## src/rtl/instr_encoder_if.sv

```systemverilog
// Request handshake, IMEM write port and status bundle for the program loader.
// master = request source (loader driver), slave = instr_encoder.
interface instr_encoder_if #(
  parameter int unsigned ADDR_W = 10
);
  logic              start;
  logic [ADDR_W-1:0] base_addr;
  logic              req_valid;
  logic              req_ready;
  logic [6:0]        req_kind;
  logic [3:0]        req_alu;
  logic [4:0]        req_rd;
  logic [4:0]        req_rs1;
  logic [4:0]        req_rs2;
  logic [12:0]       req_imm;
  logic              req_last;
  logic              imem_we;
  logic [ADDR_W-1:0] imem_addr;
  logic [31:0]       imem_wdata;
  logic              err_illegal;
  logic              overflow;
  logic              done;
  logic [ADDR_W:0]   words_written;

  modport master (
    output start, base_addr, req_valid, req_kind, req_alu, req_rd, req_rs1,
           req_rs2, req_imm, req_last,
    input  req_ready, imem_we, imem_addr, imem_wdata, err_illegal, overflow,
           done, words_written
  );

  modport slave (
    input  start, base_addr, req_valid, req_kind, req_alu, req_rd, req_rs1,
           req_rs2, req_imm, req_last,
    output req_ready, imem_we, imem_addr, imem_wdata, err_illegal, overflow,
           done, words_written
  );
endinterface

```

## src/rtl/instr_encoder.sv

```systemverilog
// Program loader: encodes symbolic micro-op requests into RV32I words and
// writes them to consecutive IMEM addresses, one word per cycle.
module instr_encoder #(
  parameter int unsigned ADDR_W = 10,
  parameter int unsigned DEPTH  = 1024
) (
  input  logic           clk,
  input  logic           rst,
  instr_encoder_if.slave bus
);

  localparam int unsigned CNT_W = ADDR_W + 1;

  localparam logic [6:0] OP_R   = 7'b0110011;
  localparam logic [6:0] OP_I   = 7'b0010011;
  localparam logic [6:0] OP_LW  = 7'b0000011;
  localparam logic [6:0] OP_SW  = 7'b0100011;
  localparam logic [6:0] OP_BEQ = 7'b1100011;

  // ALU control codes as produced by the ALU control decode
  localparam logic [3:0] ALU_AND = 4'b0000;
  localparam logic [3:0] ALU_OR  = 4'b0001;
  localparam logic [3:0] ALU_ADD = 4'b0010;
  localparam logic [3:0] ALU_XOR = 4'b0011;
  localparam logic [3:0] ALU_SUB = 4'b0110;

  typedef enum logic [1:0] {
    S_IDLE,
    S_RUN,
    S_LAST,
    S_FULL
  } state_e;

  state_e            state_q, state_d;
  logic              ready_q, ready_d;
  logic [ADDR_W-1:0] addr_q, addr_d;
  logic              we_q, we_d;
  logic [ADDR_W-1:0] waddr_q, waddr_d;
  logic [31:0]       wdata_q, wdata_d;
  logic              err_q, err_d;
  logic              ovf_q, ovf_d;
  logic              done_q, done_d;
  logic [CNT_W-1:0]  cnt_q, cnt_d;

  logic [31:0] enc_word_c;
  logic        enc_legal_c;
  logic [2:0]  f3_c;
  logic [6:0]  f7_c;
  logic        alu_known_c;
  logic        accept_c;
  logic        at_end_c;

  // Field encoding and legality of the request currently on the bus
  always_comb begin
    enc_word_c  = '0;
    enc_legal_c = 1'b0;
    f3_c        = 3'b000;
    f7_c        = 7'b0000000;
    alu_known_c = 1'b1;

    case (bus.req_alu)
      ALU_ADD: f3_c = 3'b000;
      ALU_SUB: begin
        f3_c = 3'b000;
        f7_c = 7'b0100000;
      end
      ALU_XOR: f3_c = 3'b100;
      ALU_OR:  f3_c = 3'b110;
      ALU_AND: f3_c = 3'b111;
      default: alu_known_c = 1'b0;
    endcase

    case (bus.req_kind)
      OP_R: begin
        enc_legal_c = alu_known_c;
        enc_word_c  = {f7_c, bus.req_rs2, bus.req_rs1, f3_c, bus.req_rd, OP_R};
      end
      OP_I: begin
        enc_legal_c = alu_known_c && (bus.req_alu != ALU_SUB);
        enc_word_c  = {bus.req_imm[11:0], bus.req_rs1, f3_c, bus.req_rd, OP_I};
      end
      OP_LW: begin
        enc_legal_c = (bus.req_alu == ALU_ADD);
        enc_word_c  = {bus.req_imm[11:0], bus.req_rs1, 3'b010, bus.req_rd, OP_LW};
      end
      OP_SW: begin
        enc_legal_c = (bus.req_alu == ALU_ADD);
        enc_word_c  = {bus.req_imm[11:5], bus.req_rs2, bus.req_rs1, 3'b010,
                       bus.req_imm[4:0], OP_SW};
      end
      OP_BEQ: begin
        enc_legal_c = (bus.req_alu == ALU_SUB) && !bus.req_imm[0];
        enc_word_c  = {bus.req_imm[12], bus.req_imm[10:5], bus.req_rs2, bus.req_rs1,
                       3'b000, bus.req_imm[4:1], bus.req_imm[11], OP_BEQ};
      end
      default: enc_legal_c = 1'b0;
    endcase
  end

  // Slot reserved at accept time, so the full condition is known before the write
  assign accept_c = ready_q && bus.req_valid;
  assign at_end_c = (addr_q == ADDR_W'(DEPTH - 1)) || (addr_q == {ADDR_W{1'b1}});

  always_comb begin
    state_d = state_q;
    addr_d  = addr_q;
    we_d    = 1'b0;
    waddr_d = waddr_q;
    wdata_d = wdata_q;
    err_d   = 1'b0;
    ovf_d   = ovf_q;
    done_d  = 1'b0;
    cnt_d   = cnt_q;

    case (state_q)
      S_IDLE: begin
        if (bus.start) begin
          state_d = S_RUN;
          addr_d  = bus.base_addr;
          cnt_d   = '0;
          ovf_d   = 1'b0;
        end
      end
      S_RUN: begin
        if (accept_c) begin
          if (enc_legal_c) begin
            we_d    = 1'b1;
            waddr_d = addr_q;
            wdata_d = enc_word_c;
            addr_d  = addr_q + ADDR_W'(1);
            cnt_d   = cnt_q + CNT_W'(1);
          end else begin
            err_d = 1'b1;
          end
          if (bus.req_last) begin
            state_d = S_LAST;
          end else if (enc_legal_c && at_end_c) begin
            state_d = S_FULL;
            ovf_d   = 1'b1;
          end
        end
      end
      S_LAST: begin
        done_d  = 1'b1;
        state_d = S_IDLE;
      end
      S_FULL: begin
        if (bus.start) begin
          state_d = S_IDLE;
        end
      end
      default: state_d = S_IDLE;
    endcase

    ready_d = (state_d == S_RUN);
  end

  always_ff @(posedge clk) begin
    if (!rst) begin
      state_q <= S_IDLE;
      ready_q <= 1'b0;
      addr_q  <= '0;
      we_q    <= 1'b0;
      waddr_q <= '0;
      wdata_q <= '0;
      err_q   <= 1'b0;
      ovf_q   <= 1'b0;
      done_q  <= 1'b0;
      cnt_q   <= '0;
    end else begin
      state_q <= state_d;
      ready_q <= ready_d;
      addr_q  <= addr_d;
      we_q    <= we_d;
      waddr_q <= waddr_d;
      wdata_q <= wdata_d;
      err_q   <= err_d;
      ovf_q   <= ovf_d;
      done_q  <= done_d;
      cnt_q   <= cnt_d;
    end
  end

  assign bus.req_ready     = ready_q;
  assign bus.imem_we       = we_q;
  assign bus.imem_addr     = waddr_q;
  assign bus.imem_wdata    = wdata_q;
  assign bus.err_illegal   = err_q;
  assign bus.overflow      = ovf_q;
  assign bus.done          = done_q;
  assign bus.words_written = cnt_q;

endmodule

```

## src/flat_wrapper.sv

```systemverilog
// flat-port wrapper written by rule: the top's interface ports become plain ports
module instr_encoder_flat 
#(
  parameter int unsigned ADDR_W = 10,
  parameter int unsigned DEPTH  = 1024
)
  (clk, rst, bus_start, bus_base_addr, bus_req_valid, bus_req_kind, bus_req_alu, bus_req_rd, bus_req_rs1, bus_req_rs2, bus_req_imm, bus_req_last, bus_req_ready, bus_imem_we, bus_imem_addr, bus_imem_wdata, bus_err_illegal, bus_overflow, bus_done, bus_words_written);
  instr_encoder_if #(.ADDR_W(ADDR_W)) bus_i ();
  input  logic clk;
  input  logic rst;
  input wire logic [$bits(bus_i.start)-1:0] bus_start;
  input wire logic [$bits(bus_i.base_addr)-1:0] bus_base_addr;
  input wire logic [$bits(bus_i.req_valid)-1:0] bus_req_valid;
  input wire logic [$bits(bus_i.req_kind)-1:0] bus_req_kind;
  input wire logic [$bits(bus_i.req_alu)-1:0] bus_req_alu;
  input wire logic [$bits(bus_i.req_rd)-1:0] bus_req_rd;
  input wire logic [$bits(bus_i.req_rs1)-1:0] bus_req_rs1;
  input wire logic [$bits(bus_i.req_rs2)-1:0] bus_req_rs2;
  input wire logic [$bits(bus_i.req_imm)-1:0] bus_req_imm;
  input wire logic [$bits(bus_i.req_last)-1:0] bus_req_last;
  output wire logic [$bits(bus_i.req_ready)-1:0] bus_req_ready;
  output wire logic [$bits(bus_i.imem_we)-1:0] bus_imem_we;
  output wire logic [$bits(bus_i.imem_addr)-1:0] bus_imem_addr;
  output wire logic [$bits(bus_i.imem_wdata)-1:0] bus_imem_wdata;
  output wire logic [$bits(bus_i.err_illegal)-1:0] bus_err_illegal;
  output wire logic [$bits(bus_i.overflow)-1:0] bus_overflow;
  output wire logic [$bits(bus_i.done)-1:0] bus_done;
  output wire logic [$bits(bus_i.words_written)-1:0] bus_words_written;
  assign bus_i.start = bus_start;
  assign bus_i.base_addr = bus_base_addr;
  assign bus_i.req_valid = bus_req_valid;
  assign bus_i.req_kind = bus_req_kind;
  assign bus_i.req_alu = bus_req_alu;
  assign bus_i.req_rd = bus_req_rd;
  assign bus_i.req_rs1 = bus_req_rs1;
  assign bus_i.req_rs2 = bus_req_rs2;
  assign bus_i.req_imm = bus_req_imm;
  assign bus_i.req_last = bus_req_last;
  assign bus_req_ready = bus_i.req_ready;
  assign bus_imem_we = bus_i.imem_we;
  assign bus_imem_addr = bus_i.imem_addr;
  assign bus_imem_wdata = bus_i.imem_wdata;
  assign bus_err_illegal = bus_i.err_illegal;
  assign bus_overflow = bus_i.overflow;
  assign bus_done = bus_i.done;
  assign bus_words_written = bus_i.words_written;
  instr_encoder #(.ADDR_W(ADDR_W), .DEPTH(DEPTH)) u_core (.clk(clk), .rst(rst), .bus(bus_i));
endmodule
```

## config.mk

```make
export PLATFORM = sky130hd
export DESIGN_NAME = instr_encoder_flat
export DESIGN_NICKNAME = d
export VERILOG_FILES = /design/src/rtl/instr_encoder_if.sv /design/src/rtl/instr_encoder.sv /design/src/flat_wrapper.sv
export SDC_FILE = /design/constraint.sdc
export NUM_CORES = 1
export LEC_CHECK = 0
export ABC_AREA = 1
export CORE_ASPECT_RATIO = 1.25
export CORE_MARGIN = 5
export CORE_UTILIZATION = 40
export CTS_CLUSTER_SIZE = 24
export DETAILED_ROUTE_END_ITERATION = 8
export DONT_BUFFER_PORTS = 1
export PLACE_DENSITY = 0.55
export SETUP_SLACK_MARGIN = 0.4
export SKIP_CTS_REPAIR_TIMING = 1
export SYNTH_ARGS = -nofsm -noshare
export SYNTH_HDL_FRONTEND = slang
export SYNTH_SLANG_ARGS = --single-unit
```

## constraint.sdc

```tcl
create_clock -name clk -period 3.62 [get_ports clk]
set_clock_uncertainty 0.05 [all_clocks]
set_input_delay 1.086 -clock clk [delete_from_list [all_inputs] [get_ports clk]]
set_output_delay 1.086 -clock clk [all_outputs]
set_load 0.03 [all_outputs]
```

Yosys cells after proc, flatten, opt, wreduce, memory -nomap -nowiden
Cells that the tools add are included.
{ "totals": {"register_bits": 70, "latch_bits": 0, "mem_bits_rw": 0, "romBits": 0, "in_bits": 54, "output_inout_bits": 58, "word_cells": 73, "n_memories": 0} }
{ "op_classes": {"n_addsub": 2, "n_mul": 0, "div": 0, "n_lt_le_gt_ge": 0, "eq_ne": 20, "shifts": 0, "n_mux": 27, "bitwise": 0, "n_reduce_logical": 14} }
{ "op_table": {"columns": ["cell", "n"], "rows": [
  ["32-bit one-hot mux with 5 select lines", 1],
  ["11-bit 2-to-1 mux", 3],
  ["10-bit 2-to-1 mux", 3],
  ["11-bit one-hot mux with 2 select lines", 1],
  ["10-bit one-hot mux with 2 select lines", 1],
  ["7-bit by 6-bit equality test with 1-bit output, second input constant", 2],
  ["11-bit by 1-bit adder with 11-bit output, second input constant", 1],
  ["10-bit by 1-bit adder with 10-bit output, second input constant", 1],
  ["10-bit equality test, second input constant", 1],
  ["2-bit 2-to-1 mux", 5],
  ["3-bit one-hot mux with 3 select lines", 1],
  ["4-bit by 2-bit equality test with 1-bit output, second input constant", 2],
  ["1-bit 2-to-1 mux", 8],
  ["2-bit one-hot mux with 4 select lines", 1],
  ["7-bit by 2-bit equality test with 1-bit output, second input constant", 1],
  ["7-bit by 5-bit equality test with 1-bit output, second input constant", 1],
  ["7-bit equality test, second input constant", 1],
  ["6-bit 2-to-1 mux", 1],
  ["2-bit by 1-bit != test with 1-bit output, second input constant", 3],
  ["3-bit AND reduction", 2],
  ["5-bit AND reduction", 1],
  ["5-bit OR reduction", 1],
  ["2-bit by 1-bit equality test with 1-bit output, second input constant", 2],
  ["2-bit equality test, second input constant", 2],
  ["13 further kinds", 17]
]} }

Logic depth before layout (Yosys ltp)
{ "logic_depth": {"ltp_word": 11, "mapped_depth": 14, "ltp_nobuf": 14} }

Least setup slack after synthesis
Ideal clock, no wire load.
{ "synth_path": {"path_type": "input-to-reg", "startpoint": "input port bus_req_kind[3]", "endpoint": "register u_core.wdata_q[6] (netlist: u_core.bus.imem_wdata[6])", "setup_time_ns": 0.116, "arrival_ns": 2.089, "required_ns": 3.454, "slack_ns": 1.366, "stages": 11, "n_path_buf": 1, "path_cell_list": "nor2_2 nand2_1 nor2_2 nand2_1 nand2_1 inv_2 nand2_4 nand2_8 buf_4 o21ai_0 nor2_1"} }
{ "synth_between": {"elab_chain_cells": 4, "word_cells_on_any_way": 9, "cone_classes": "5 x eq/ne; 2 x mux; 2 x reduce/logical"} }
{ "synth_rtl": {"columns": ["item", "line_no", "text"], "rows": [
  ["from (decl)", "flat_wrapper.sv:14", "input wire logic [$bits(bus_i.req_kind)-1:0] bus_req_kind;"],
  ["7-bit by 2-bit equality test with 1-bit output or 7-bit by 6-bit equality test with 1-bit output (tied branches)", "instr_encoder.sv:73", "case (bus.req_kind)"],
  ["2-bit OR reduction (no line)", null, null],
  ["1-bit one-hot mux with 4 select lines", "instr_encoder.sv:73", null],
  ["3-bit AND reduction (no line)", null, null],
  ["to (signal assigned)", "instr_encoder.sv:176", "wdata_q <= wdata_d;"],
  ["to (decl)", "instr_encoder.sv:39", "logic [31:0] wdata_q, wdata_d;"]
]} }
Parallel ways exist; a longest one is shown, timed or not.
A chain may end at the register's enable or synchronous reset.

Final worst setup path
{ "layout_path": {"startpoint": "input port bus_req_alu[1]", "endpoint": "register u_core.wdata_q[16] (netlist: u_core.bus.imem_wdata[16])"} }
{ "layout_between": {"elab_chain_cells": 6, "word_cells_on_any_way": 12, "cone_classes": "5 x eq/ne; 2 x mux; 5 x reduce/logical"} }
{ "layout_rtl": {"columns": ["item", "line_no", "text"], "rows": [
  ["from (decl)", "flat_wrapper.sv:15", "input wire logic [$bits(bus_i.req_alu)-1:0] bus_req_alu;"],
  ["4-bit by 2-bit equality test with 1-bit output, or another cell as far along", "instr_encoder.sv:61", "case (bus.req_alu)"],
  ["5-bit OR reduction (no line)", null, null],
  ["1-bit 2-to-1 mux", "instr_encoder.sv:61", null],
  ["1-bit logical AND", "instr_encoder.sv:79", "enc_legal_c = alu_known_c && (bus.req_alu != ALU_SUB);"],
  ["1-bit one-hot mux with 4 select lines (*)", "instr_encoder.sv:73", null],
  ["3-bit AND reduction (no line) (*)", null, null]
]} }
Mark *: on every way between the ends. The rest lies on a longest branch, timed or not.

==> flow_summary.json <==
{
  "status": "complete, no violations",
  "clock-root-buffer": "clkbuf_8",
  "wl_um": 8989,
  "setup_viol": 0,
  "synth.distinct_cells": 35,
  "worstPathMaxFanout": 54,
  "dpl.hpwl_um": 6519,
  "final_cells": 587,
  "critPathKind": "input pin to register",
  "grt_max_degree": 55,
  "syn2layout_area_growth_pct": 6.049,
  "ir_worst_vdd_v": 0.0002213,
  "synth-seq-cells": 67,
  "die_h_um": 113.0,
  "crit_arrival_ns": 2.62,
  "drt-initial-drc-count": 169,
  "synthArstFlopShare_pct": 0,
  "worst_ep_required_time_ns": 3.87,
  "dr.pass1.iters": 5,
  "route.vias.total": 3094,
  "cts.sinks": 67,
  "antenna_left": 0,
  "cts_tree": "built",
  "synth_edf_count": 0,
  "fin_util_pct": 43.65,
  "antenna_found_initial": 0,
  "crit_path_start": "bus_req_alu[1]",
  "min-delay-start": "u_core.state_q[0]$_SDFF_PN0_",
  "synth_warnings": 0,
  "slowest_stage": "inv_6",
  "grt_pass1_vias": 3050,
  "route.detailed.drc": 0,
  "grtUsageTotal_pct": 17.89,
  "grt-ovfl-total": 0,
  "crit_top_cell": "nand2_1",
  "dieArea_um2": 10430,
  "hp-class": "register to register",
  "core_um2": 8240,
  "synth_flop_cell": "dfxtp_1",
  "die_width_um": 92.37,
  "synthesis.instances": 494,
  "finalHoldViolations": 0,
  "worstPathCellList": "inv_2 > nor2_2 > nand2_1 > nand2_1 > nand2_1 > nand2_1 > inv_2 > nand2_4 > nand2_8 > inv_6 > nand2_4 > inv_2 > nand2_1 > nand2_1",
  "finalCritPeriodShare_pct": 65.63,
  "seq_area_frac_synth_pct": 39.54,
  "ctsHtreeMaxLevel": 3,
  "syn_area_um2": 3392,
  "n_antenna_cell": 0,
  "slew_headroom_pct": 44.63,
  "worst_pin_slew_ns": 0.8285,
  "finalMaxSlewViolations": 0,
  "avgSynthCellArea_um2": 6.866,
  "p_per_area_nw_per_um2": 436.4,
  "fin_setup_tns_ns": 0,
  "period_minus_slack_ns": 2.376,
  "grt_pass1_wl_um": 15080,
  "drive_gt1_share_pct": 9.796,
  "clock_latency_ns": 0.35,
  "nets": 541,
  "vias_per_cell": 5.271,
  "cts.clk_slew.worst_paths_ns": 0.08,
  "wire_per_inst_um": 15.31,
  "max-clock-path-buffers": 2,
  "end_kind": "register",
  "rsz0062_at_grt": "false",
  "post-place-cells": 571,
  "io_pins": 112,
  "initial_utilization_pct": 41.16,
  "gp_congestion": 0.8592,
  "drv_cap": 0,
  "leakage_nw": 1.448,
  "slowest_delay_ns": 0.28,
  "r2r-start": "u_core.state_q[0]$_SDFF_PN0_",
  "cts_buffers": 9,
  "fmax_mhz": 420.9,
  "floorplan.rows": 37,
  "worstSetupStartpointType": "input pin",
  "port_buffers": 0
}
==> worst max-delay path, delay by kind of cell <==
family,cells,cell delay (ns)
AND/OR/NAND/NOR,10,1.05
buffers and inverters,4,0.47
==> final cells by class <==
cell class	count	area, um2
clock buffer	9	123.9
clock inverter	7	98.84
fill	892	4643
inverter	46	177.7
multi-input combinational	360	1727
sequential	67	1341
tap	97	121.4
timing repair buffer	1	7.507
==> where the power goes <==
group / internal [mW] / switching (mW) / total, mW / leakage, nW
registers: 0.747 / 0.0174 / 0.764 / 0.542
clock network: 0.392 / 0.313 / 0.706 / 0.110
logic: 0.0293 / 0.0706 / 0.0999 / 0.797
==> cells by family after synthesis <==
group / after synthesis / share of synthesized area [%]
compound gates: 84 / 13.94
other cells: 1 / 0.1106
xor+xnor: 5 / 1.291
fa+ha+maj: 2 / 0.7376
simple gates: 267 / 34.71
flops: 67 / 39.54
buf+inv: 68 / 9.664
==> worst paths after layout <==
kind / end / slack (ns) / cells after the start
setup reg to reg: u_core.bus.imem_wdata[16]$_SDFFE_PN0P_ / 1.39 / 10
hold reg to reg: u_core.bus.done$_SDFF_PN0_ / 0.43 / 1
setup / recovery: u_core.bus.imem_wdata[16]$_SDFFE_PN0P_ / 1.24 / 14
hold / removal: u_core.bus.done$_SDFF_PN0_ / 0.43 / 1
==> per-stage QoR <==
step	setup WS, ns	total power, mW	area [um2]	hold WS (ns)
floorplan	1.366	0.8722	3396	0.3931
global placement	0.9292	0.8808	3374	0.4175
detailed placement	0.8593	0.8822	3374	0.4204
CTS	1.235	1.594	3597	0.4306
global route	0.9928	1.644	3597	0.4650
finish	1.244	1.570	3597	0.4304
==> metal layers <==
layer | wire length [um] | global-route usage, %
met5 | 0 | 0
met4 | 141 | 6.442
met3 | 762 | 6.915
met2 | 4517 | 31.41
met1 | 3568 | 19.43
==> layout by cell type, fill, tap and decap left out, types with 2 or more instances in the layout <==
cell and count:
bufinv_16 2, o21ai_0 40, conb_1 2, nand4_1 8, nand2_4 2, a21oi_2 11
nand3_1 44, nor3_1 11, o31ai_1 2, xnor2_1 2, a21oi_1 24, dfxtp_1 67
inv_2 7, nand2_8 2, nor2_4 2, o21ai_1 4, ha_1 2, nor2_1 80
nand2_1 109, nor4_1 2, nor2_2 5, inv_1 38, clkbuf_8 9, xor2_1 3
inv_6 3
==> cell usage after synthesis, types with 3 or more instances <==
cell type  count  area [um2]
a21oi_1       24       120.1
dfxtp_1       67        1341
nor2_2         5       31.28
o21ai_0       40       200.2
nor2_1        80       300.3
clkbuf_1       8       30.03
xor2_1         3       26.28
buf_4          6       45.04
nor3_1        11       55.05
a21oi_2       11       96.34
inv_2          7       26.28
inv_1         38       142.6
o21ai_1        4       20.02
nand2_1      109       409.1
nand4_1        8       50.05
nand3_1       44       220.2
==> registers in the layout (all words and copies together), names as in the netlist <==
| signal | count |
|---|---|
| u_core.bus.req_ready | 1 |
| u_core.bus.err_illegal | 1 |
| u_core.bus.imem_we | 1 |
| u_core.bus.words_written | 11 |
| u_core.addr_q | 10 |
| u_core.bus.done | 1 |
| u_core.bus.imem_wdata | 29 |
| u_core.bus.imem_addr | 10 |
| u_core.bus.overflow | 1 |
| u_core.state_q | 2 |
Note: power is estimated with default switching activity, not from simulation.
